`config.mk`:
```
export PLATFORM = sky130hd
export DESIGN_NAME = match_event_logger_flat
export DESIGN_NICKNAME = d
export VERILOG_FILES = /design/src/rtl/match_log_pkg.sv /design/src/rtl/match_event_logger_if.sv /design/src/rtl/match_log_fifo.sv /design/src/rtl/match_event_logger.sv /design/src/flat_wrapper.sv
export SDC_FILE = /design/constraint.sdc
export NUM_CORES = 1
export LEC_CHECK = 0
export CAP_MARGIN = 20
export CORE_ASPECT_RATIO = 1.2
export CORE_UTILIZATION = 50
export DETAILED_ROUTE_END_ITERATION = 6
export PLACE_DENSITY = 0.84
export SYNTH_ARGS = -nofsm -noshare
export SYNTH_HDL_FRONTEND = slang
export SYNTH_SLANG_ARGS = --single-unit
```
`constraint.sdc`:
```
create_clock -name clk -period 2.02 [get_ports clk]
set_clock_uncertainty 0.1 [all_clocks]
set_input_delay 0.404 -clock clk [delete_from_list [all_inputs] [get_ports clk]]
set_output_delay 0.404 -clock clk [all_outputs]
set_load 0.02 [all_outputs]
```
`src/rtl/match_log_pkg.sv`:
```
// Shared defaults and types for the match event logger.
package match_log_pkg;

   localparam int unsigned TS_W_DEF  = 16;
   localparam int unsigned DEPTH_DEF = 4;
   localparam int unsigned CNT_W_DEF = 8;

   // Detector state in which match_i is asserted
   localparam logic [2:0] DET_FINAL_STATE = 3'b011;

   typedef enum logic [1:0] {
      EMPTY   = 2'd0,
      PARTIAL = 2'd1,
      FULL    = 2'd2
   } occ_state_e;

endpackage

```
`src/rtl/match_event_logger_if.sv`:
```
// Host-side timestamp read channel (valid/ready, show-ahead data).
interface match_event_logger_if #(
   parameter int unsigned TS_W = match_log_pkg::TS_W_DEF
) ();
   logic [TS_W-1:0] ts_o;
   logic            ts_valid_o;
   logic            ts_ready_i;

   modport master (output ts_o, output ts_valid_o, input ts_ready_i);
   modport slave  (input ts_o, input ts_valid_o, output ts_ready_i);
endinterface

```
`src/rtl/match_log_fifo.sv`:
```
// Synchronous show-ahead FIFO with occupancy FSM, level and full flags.
module match_log_fifo
   import match_log_pkg::*;
#(
   parameter  int unsigned W     = TS_W_DEF,
   parameter  int unsigned DEPTH = DEPTH_DEF,
   localparam int unsigned PW    = $clog2(DEPTH),
   localparam int unsigned LW    = PW + 1
) (
   input  logic          clk,
   input  logic          rst_n,
   input  logic          push,
   input  logic          pop,
   input  logic [W-1:0]  din,
   output logic [W-1:0]  dout,
   output logic          valid,
   output logic [LW-1:0] level,
   output logic          full,
   output logic          push_ok_c,
   output logic          drop_c
);

   logic [W-1:0]  mem_q [DEPTH];
   logic [PW-1:0] wr_ptr_q, rd_ptr_q;
   logic [LW-1:0] level_q;
   occ_state_e    state_q, state_d;
   logic          pop_ok;

   // A pop frees a slot in the same cycle, so push on FULL with pop is accepted
   assign pop_ok    = pop & (state_q != EMPTY);
   assign push_ok_c = push & ((state_q != FULL) | pop_ok);
   assign drop_c    = push & ~push_ok_c;

   always_ff @(posedge clk or negedge rst_n) begin
      if (!rst_n) state_q <= EMPTY;
      else        state_q <= state_d;
   end

   always_comb begin
      state_d = state_q;
      unique case (state_q)
         EMPTY:   if (push_ok_c) state_d = PARTIAL;
         PARTIAL: begin
            if (push_ok_c && !pop_ok && level_q == LW'(DEPTH - 1))
               state_d = FULL;
            else if (pop_ok && !push_ok_c && level_q == LW'(1))
               state_d = EMPTY;
         end
         FULL:    if (pop_ok && !push_ok_c) state_d = PARTIAL;
         default: state_d = EMPTY;
      endcase
   end

   always_ff @(posedge clk or negedge rst_n) begin
      if (!rst_n) begin
         for (int i = 0; i < int'(DEPTH); i++) mem_q[i] <= '0;
         wr_ptr_q <= '0;
         rd_ptr_q <= '0;
         level_q  <= '0;
      end else begin
         if (push_ok_c) begin
            mem_q[wr_ptr_q] <= din;
            wr_ptr_q        <= PW'(wr_ptr_q + PW'(1));
         end
         if (pop_ok) rd_ptr_q <= PW'(rd_ptr_q + PW'(1));
         level_q <= LW'(level_q + LW'(push_ok_c) - LW'(pop_ok));
      end
   end

   assign valid = (state_q != EMPTY);
   assign full  = (state_q == FULL);
   assign level = level_q;
   assign dout  = valid ? mem_q[rd_ptr_q] : '0;

endmodule

```
`src/rtl/match_event_logger.sv`:
```
// Timestamps detector matches into a FIFO read over valid/ready; counts drops.
// MATCH_LOG_COUNT_EN adds a saturating accepted-match counter port.
module match_event_logger
   import match_log_pkg::*;
#(
   parameter  int unsigned TS_W  = TS_W_DEF,
   parameter  int unsigned DEPTH = DEPTH_DEF,
   parameter  int unsigned CNT_W = CNT_W_DEF,
   localparam int unsigned LW    = $clog2(DEPTH) + 1
) (
   input  logic                 clk,
   input  logic                 rst_n,
   input  logic                 en,
   input  logic                 match_i,
   match_event_logger_if.master rd_if,
   output logic [LW-1:0]        level_o,
   output logic                 full_o,
`ifdef MATCH_LOG_COUNT_EN
   output logic [CNT_W-1:0]     match_cnt_o,
`endif
   output logic [CNT_W-1:0]     drop_cnt_o
);

   logic [TS_W-1:0] ts_q;
   logic            push;
   logic            push_ok_c;
   logic            drop_c;

   assign push = en & match_i;

   always_ff @(posedge clk or negedge rst_n) begin
      if (!rst_n)  ts_q <= '0;
      else if (en) ts_q <= TS_W'(ts_q + TS_W'(1));
   end

   match_log_fifo #(.W(TS_W), .DEPTH(DEPTH)) u_fifo (
      .clk       (clk),
      .rst_n     (rst_n),
      .push      (push),
      .pop       (rd_if.ts_ready_i),
      .din       (ts_q),
      .dout      (rd_if.ts_o),
      .valid     (rd_if.ts_valid_o),
      .level     (level_o),
      .full      (full_o),
      .push_ok_c (push_ok_c),
      .drop_c    (drop_c)
   );

   // Saturating drop counter
   always_ff @(posedge clk or negedge rst_n) begin
      if (!rst_n)                          drop_cnt_o <= '0;
      else if (drop_c && drop_cnt_o != '1) drop_cnt_o <= CNT_W'(drop_cnt_o + CNT_W'(1));
   end

`ifdef MATCH_LOG_COUNT_EN
   always_ff @(posedge clk or negedge rst_n) begin
      if (!rst_n)                              match_cnt_o <= '0;
      else if (push_ok_c && match_cnt_o != '1) match_cnt_o <= CNT_W'(match_cnt_o + CNT_W'(1));
   end
`endif

endmodule
```
`src/flat_wrapper.sv`:
```
// flat-port wrapper written by rule: the top's interface ports become plain ports
module match_event_logger_flat import match_log_pkg::*;
#(
   parameter  int unsigned TS_W  = TS_W_DEF,
   parameter  int unsigned DEPTH = DEPTH_DEF,
   parameter  int unsigned CNT_W = CNT_W_DEF,
   localparam int unsigned LW    = $clog2(DEPTH) + 1
)
  (clk, rst_n, en, match_i, level_o, full_o, drop_cnt_o, rd_if_ts_o, rd_if_ts_valid_o, rd_if_ts_ready_i);
  match_event_logger_if #(.TS_W(TS_W)) rd_if_i ();
  input  logic clk;
  input  logic rst_n;
  input  logic en;
  input  logic match_i;
  output logic [LW-1:0] level_o;
  output logic full_o;
  output logic [CNT_W-1:0] drop_cnt_o;
  output wire logic [$bits(rd_if_i.ts_o)-1:0] rd_if_ts_o;
  output wire logic [$bits(rd_if_i.ts_valid_o)-1:0] rd_if_ts_valid_o;
  input wire logic [$bits(rd_if_i.ts_ready_i)-1:0] rd_if_ts_ready_i;
  assign rd_if_ts_o = rd_if_i.ts_o;
  assign rd_if_ts_valid_o = rd_if_i.ts_valid_o;
  assign rd_if_i.ts_ready_i = rd_if_ts_ready_i;
  match_event_logger #(.TS_W(TS_W), .DEPTH(DEPTH), .CNT_W(CNT_W)) u_core (.clk(clk), .rst_n(rst_n), .en(en), .match_i(match_i), .rd_if(rd_if_i), .level_o(level_o), .full_o(full_o), .drop_cnt_o(drop_cnt_o));
endmodule
```
==> qor.txt <==
===============================================================================================
Critical path class .............................................................. flop to primary output
Layout cell share with drive strength beyond 1 ...................................        47.6%
Initial DRC count ................................................................           83
Post-route insts no fill .........................................................          506
Worst-skew pair later-pin latency ................................................       370 ps
Instance count along the most critical hold path .................................            1
Critical R2R Capture ............................................................. u_core.u_fifo.level[1]
Top cell type's share of synthesized area ........................................        53.9%
Startpoint class of the critical path ............................................         flop
Initial Utilization ..............................................................        52.1%
Diodes inserted ..................................................................            0
Unrepaired setup endpoints after global routing ..................................         true
Min Tclk post-route ..............................................................      2270 ps
Die boundary width ...............................................................      88.7 µm
Reg2reg start .................................................................... u_core.u_fifo.state_q[0]
Max FO, Critical Path ............................................................            8
Total Die Area ...................................................................     9400 µm²
CTS root buffer ..................................................................     clkbuf_8
Synth Instances ..................................................................          321
Power density over the cells .....................................................  1130 nW/µm²
Std-Cell Core Area ...............................................................     8660 µm²
Dominant cells by area after synthesis ........................................... dfrtp_1 (54%), mux2_2 (17%), mux4_2 (8.0%), xnor2_1 (2.9%), ha_1 (2.5%)
Routability congestion estimate from global placement ............................        0.736
Synth top cells by count ......................................................... dfrtp_1 (97), mux2_2 (69), and2_1 (16), mux4_2 (16), xnor2_1 (15)
Yosys warnings ...................................................................            0
Finish-stage setup viols .........................................................           16
Clock input transition at the sequential cells of the worst setup and hold paths .       100 ps
Maximum VDD drop .................................................................       902 µV
Worst setup EP type .............................................................. primary output
Number of rows in the core area ..................................................           37
Synthesis-stage register bit count ...............................................           97
Top cell type by total area after synthesis ......................................      dfrtp_1
DRT Wirelength ...................................................................      8.77 mm
Post-place instance area .........................................................     5190 µm²
Number of vias per cell ..........................................................         5.46
Post-layout instance area ........................................................     5550 µm²
H-tree Lvls ......................................................................            3
Number of detailed-routing iterations run before antenna repair ..................            4
Sequential share of the synthesized area .........................................        53.9%
Critical path data required time .................................................      1520 ps
All-Layer GR Usage ...............................................................        20.5%
Remaining antenna violation count ................................................            0
Number of max-cap violations .....................................................            0
Max Slew Vio Count ...............................................................            0
CTS tree .........................................................................        built
Final net count ..................................................................          399
Total congestion overflow ........................................................            0
Violations in the final reports .................................................. negative setup slack
Number of placed instances, taps included ........................................          487
CP Data Arrival Time .............................................................      1770 ps
Final Hold Fails .................................................................            0
Final hold slack .................................................................       411 ps
Via count ........................................................................        2,764
Number of sinks handled by clock tree synthesis ..................................           97
Net count after synthesis ........................................................          336
Cell area after synthesis ........................................................     4510 µm²
Dominant register cell in the synthesized netlist ................................      dfrtp_1
Highest clock rate ...............................................................      440 MHz
Status ........................................................................... finished, violations left
Maximum number of pins on one net before global-route repair .....................           36
Synth async-reset ratio ..........................................................         100%
Number of antenna violations at the first check in global routing ................            0
Area growth from synthesis to final layout .......................................        23.2%
Unique masters post-synth ........................................................           37
Total negative slack .............................................................     -3630 ps
LEAKAGE ..........................................................................      2.66 nW
Die height .......................................................................       106 µm
Worst Hold Endpoint .............................................................. u_core.u_fifo.mem_q[21]
Fin util .........................................................................        64.1%
Reg2reg path depth ...............................................................            7
# DRC ............................................................................            0
Number of buffers created by CTS .................................................            9
Post-detailed-route wirelength per cell ..........................................      17.3 µm
Io pins ..........................................................................           34
Critical hold path startpoint .................................................... u_core.u_fifo.mem_q[21]
Placed wire-length estimate after detailed placement .............................      5.94 mm
Number of enable flip-flop cells after synthesis .................................            0
Path class of the lowest-slack min-delay path .................................... flop to flop
Setup slack on the worst flop-to-flop path .......................................        60 ps
Top-count cell post-synth ........................................................      dfrtp_1
Relative max-transition margin ...................................................        70.4%
Vias in the first global route ...................................................        2,957
Final clock period utilization by the worst path .................................         112%
Wire length of the first global-routing pass .....................................      14.4 mm
Max clock buf depth ..............................................................            2
Final worst-path setup slack .....................................................      -252 ps
Mapped Avg Cell Area .............................................................     14.0 µm²
Count of buffers inserted at the top-level ports .................................           33
Transition time at the pin with the least slew margin ............................       444 ps
===============================================================================================
-- flip-flops by register name, indices dropped and copies added (netlist names) --
register                count
u_core.u_fifo.mem_q        64
u_core.ts_q                16
u_core.drop_cnt_o           8
u_core.u_fifo.level         3
u_core.u_fifo.rd_ptr_q      2
u_core.u_fifo.state_q       2
u_core.u_fifo.wr_ptr_q      2
-- critical path, cell delays in order (launching register included) --
cell and delay, ps:
dfrtp_2 440, buf_12 150, mux4_2 510, and2_4 170
buf_6 120
-- kinds of logic (layout without fill, tap and decap cells) --
| logic type | Yosys count | in the layout | share of synthesized area [%] |
|---|---|---|---|
| compound gates | 8 | 8 | 1.08 |
| xor+xnor | 22 | 22 | 4.28 |
| fa+ha+maj | 10 | 10 | 2.94 |
| buf+inv | 25 | 93 | 2.58 |
| flops | 97 | 97 | 53.9 |
| mux | 86 | 86 | 25.5 |
| simple gates | 73 | 73 | 9.80 |
-- worst max path at each step --
stage	startpoint	end	slack, ps	cells after the start
floorplan	u_core.u_fifo.state_q[0]	u_core.u_fifo.level[2]	-60	7
global placement	rd_if_ts_ready_i	u_core.u_fifo.level[2]	-370	8
detailed placement	rd_if_ts_ready_i	u_core.u_fifo.level[2]	-400	8
CTS	u_core.u_fifo.rd_ptr_q[0]	rd_if_ts_o[11]	-310	5
global route	u_core.u_fifo.rd_ptr_q[0]	rd_if_ts_o[0]	-310	4
finish	u_core.u_fifo.rd_ptr_q[0]	rd_if_ts_o[5]	-250	4
-- through the flow --
stage,worst slack [ps],total power [mW]
floorplan,-63.2,4.02
global placement,-366,4.75
detailed placement,-399,4.85
CTS,-311,6.37
global route,-308,6.62
finish,-252,6.28
-- layer usage --
layer	up-vias	GRT usage, %	part of all wire [%]
met5	-	0	0
met4	0	6.11	1.0
met3	8	4.04	2.8
met2	44	34.2	53
met1	1454	26.9	43
li1	1258	-	-
-- placed cells by master, fill, tap and decap left out, types with 3 or more instances in the layout --
cell,n
nor2_1,9
mux4_2,16
nand2_1,13
buf_12,5
nand4_1,8
clkdlybuf4s50_1,10
xor2_1,7
and2_4,16
ha_1,6
nand2_2,3
dfrtp_1,95
mux2_2,69
xnor2_1,15
inv_1,6
dlymetal6s2s_1,4
nand3_1,8
buf_6,19
buf_4,27
clkbuf_8,9
-- report_power, final --
group / internal [mW] / leakage (nW) / switching [mW]
logic: 1.33 / 1.27 / 1.03
clock network: 0.488 / 0.101 / 0.749
registers: 2.34 / 1.29 / 0.345
-- final cells by class --
class | count | area (µm²)
clock buffer | 9 | 124
clock inverter | 7 | 73.8
fill | 628 | 3110
inverter | 8 | 30.0
multi-input combinational | 199 | 2040
sequential | 97 | 2430
tap | 117 | 146
timing repair buffer | 69 | 711
-- timing repair --
item | CTS | global route
cloned | 1 | 0
endpoints found under the hold margin | 31 | 0
setup buffers | 1 | 1
hold buffers | 1 | 0
endpoints found under the setup margin | 19 | 23
gates resized for setup | 122 | 16
pin swaps | 1 | 3
No activity file was read; power rests on OpenSTA's default activity.
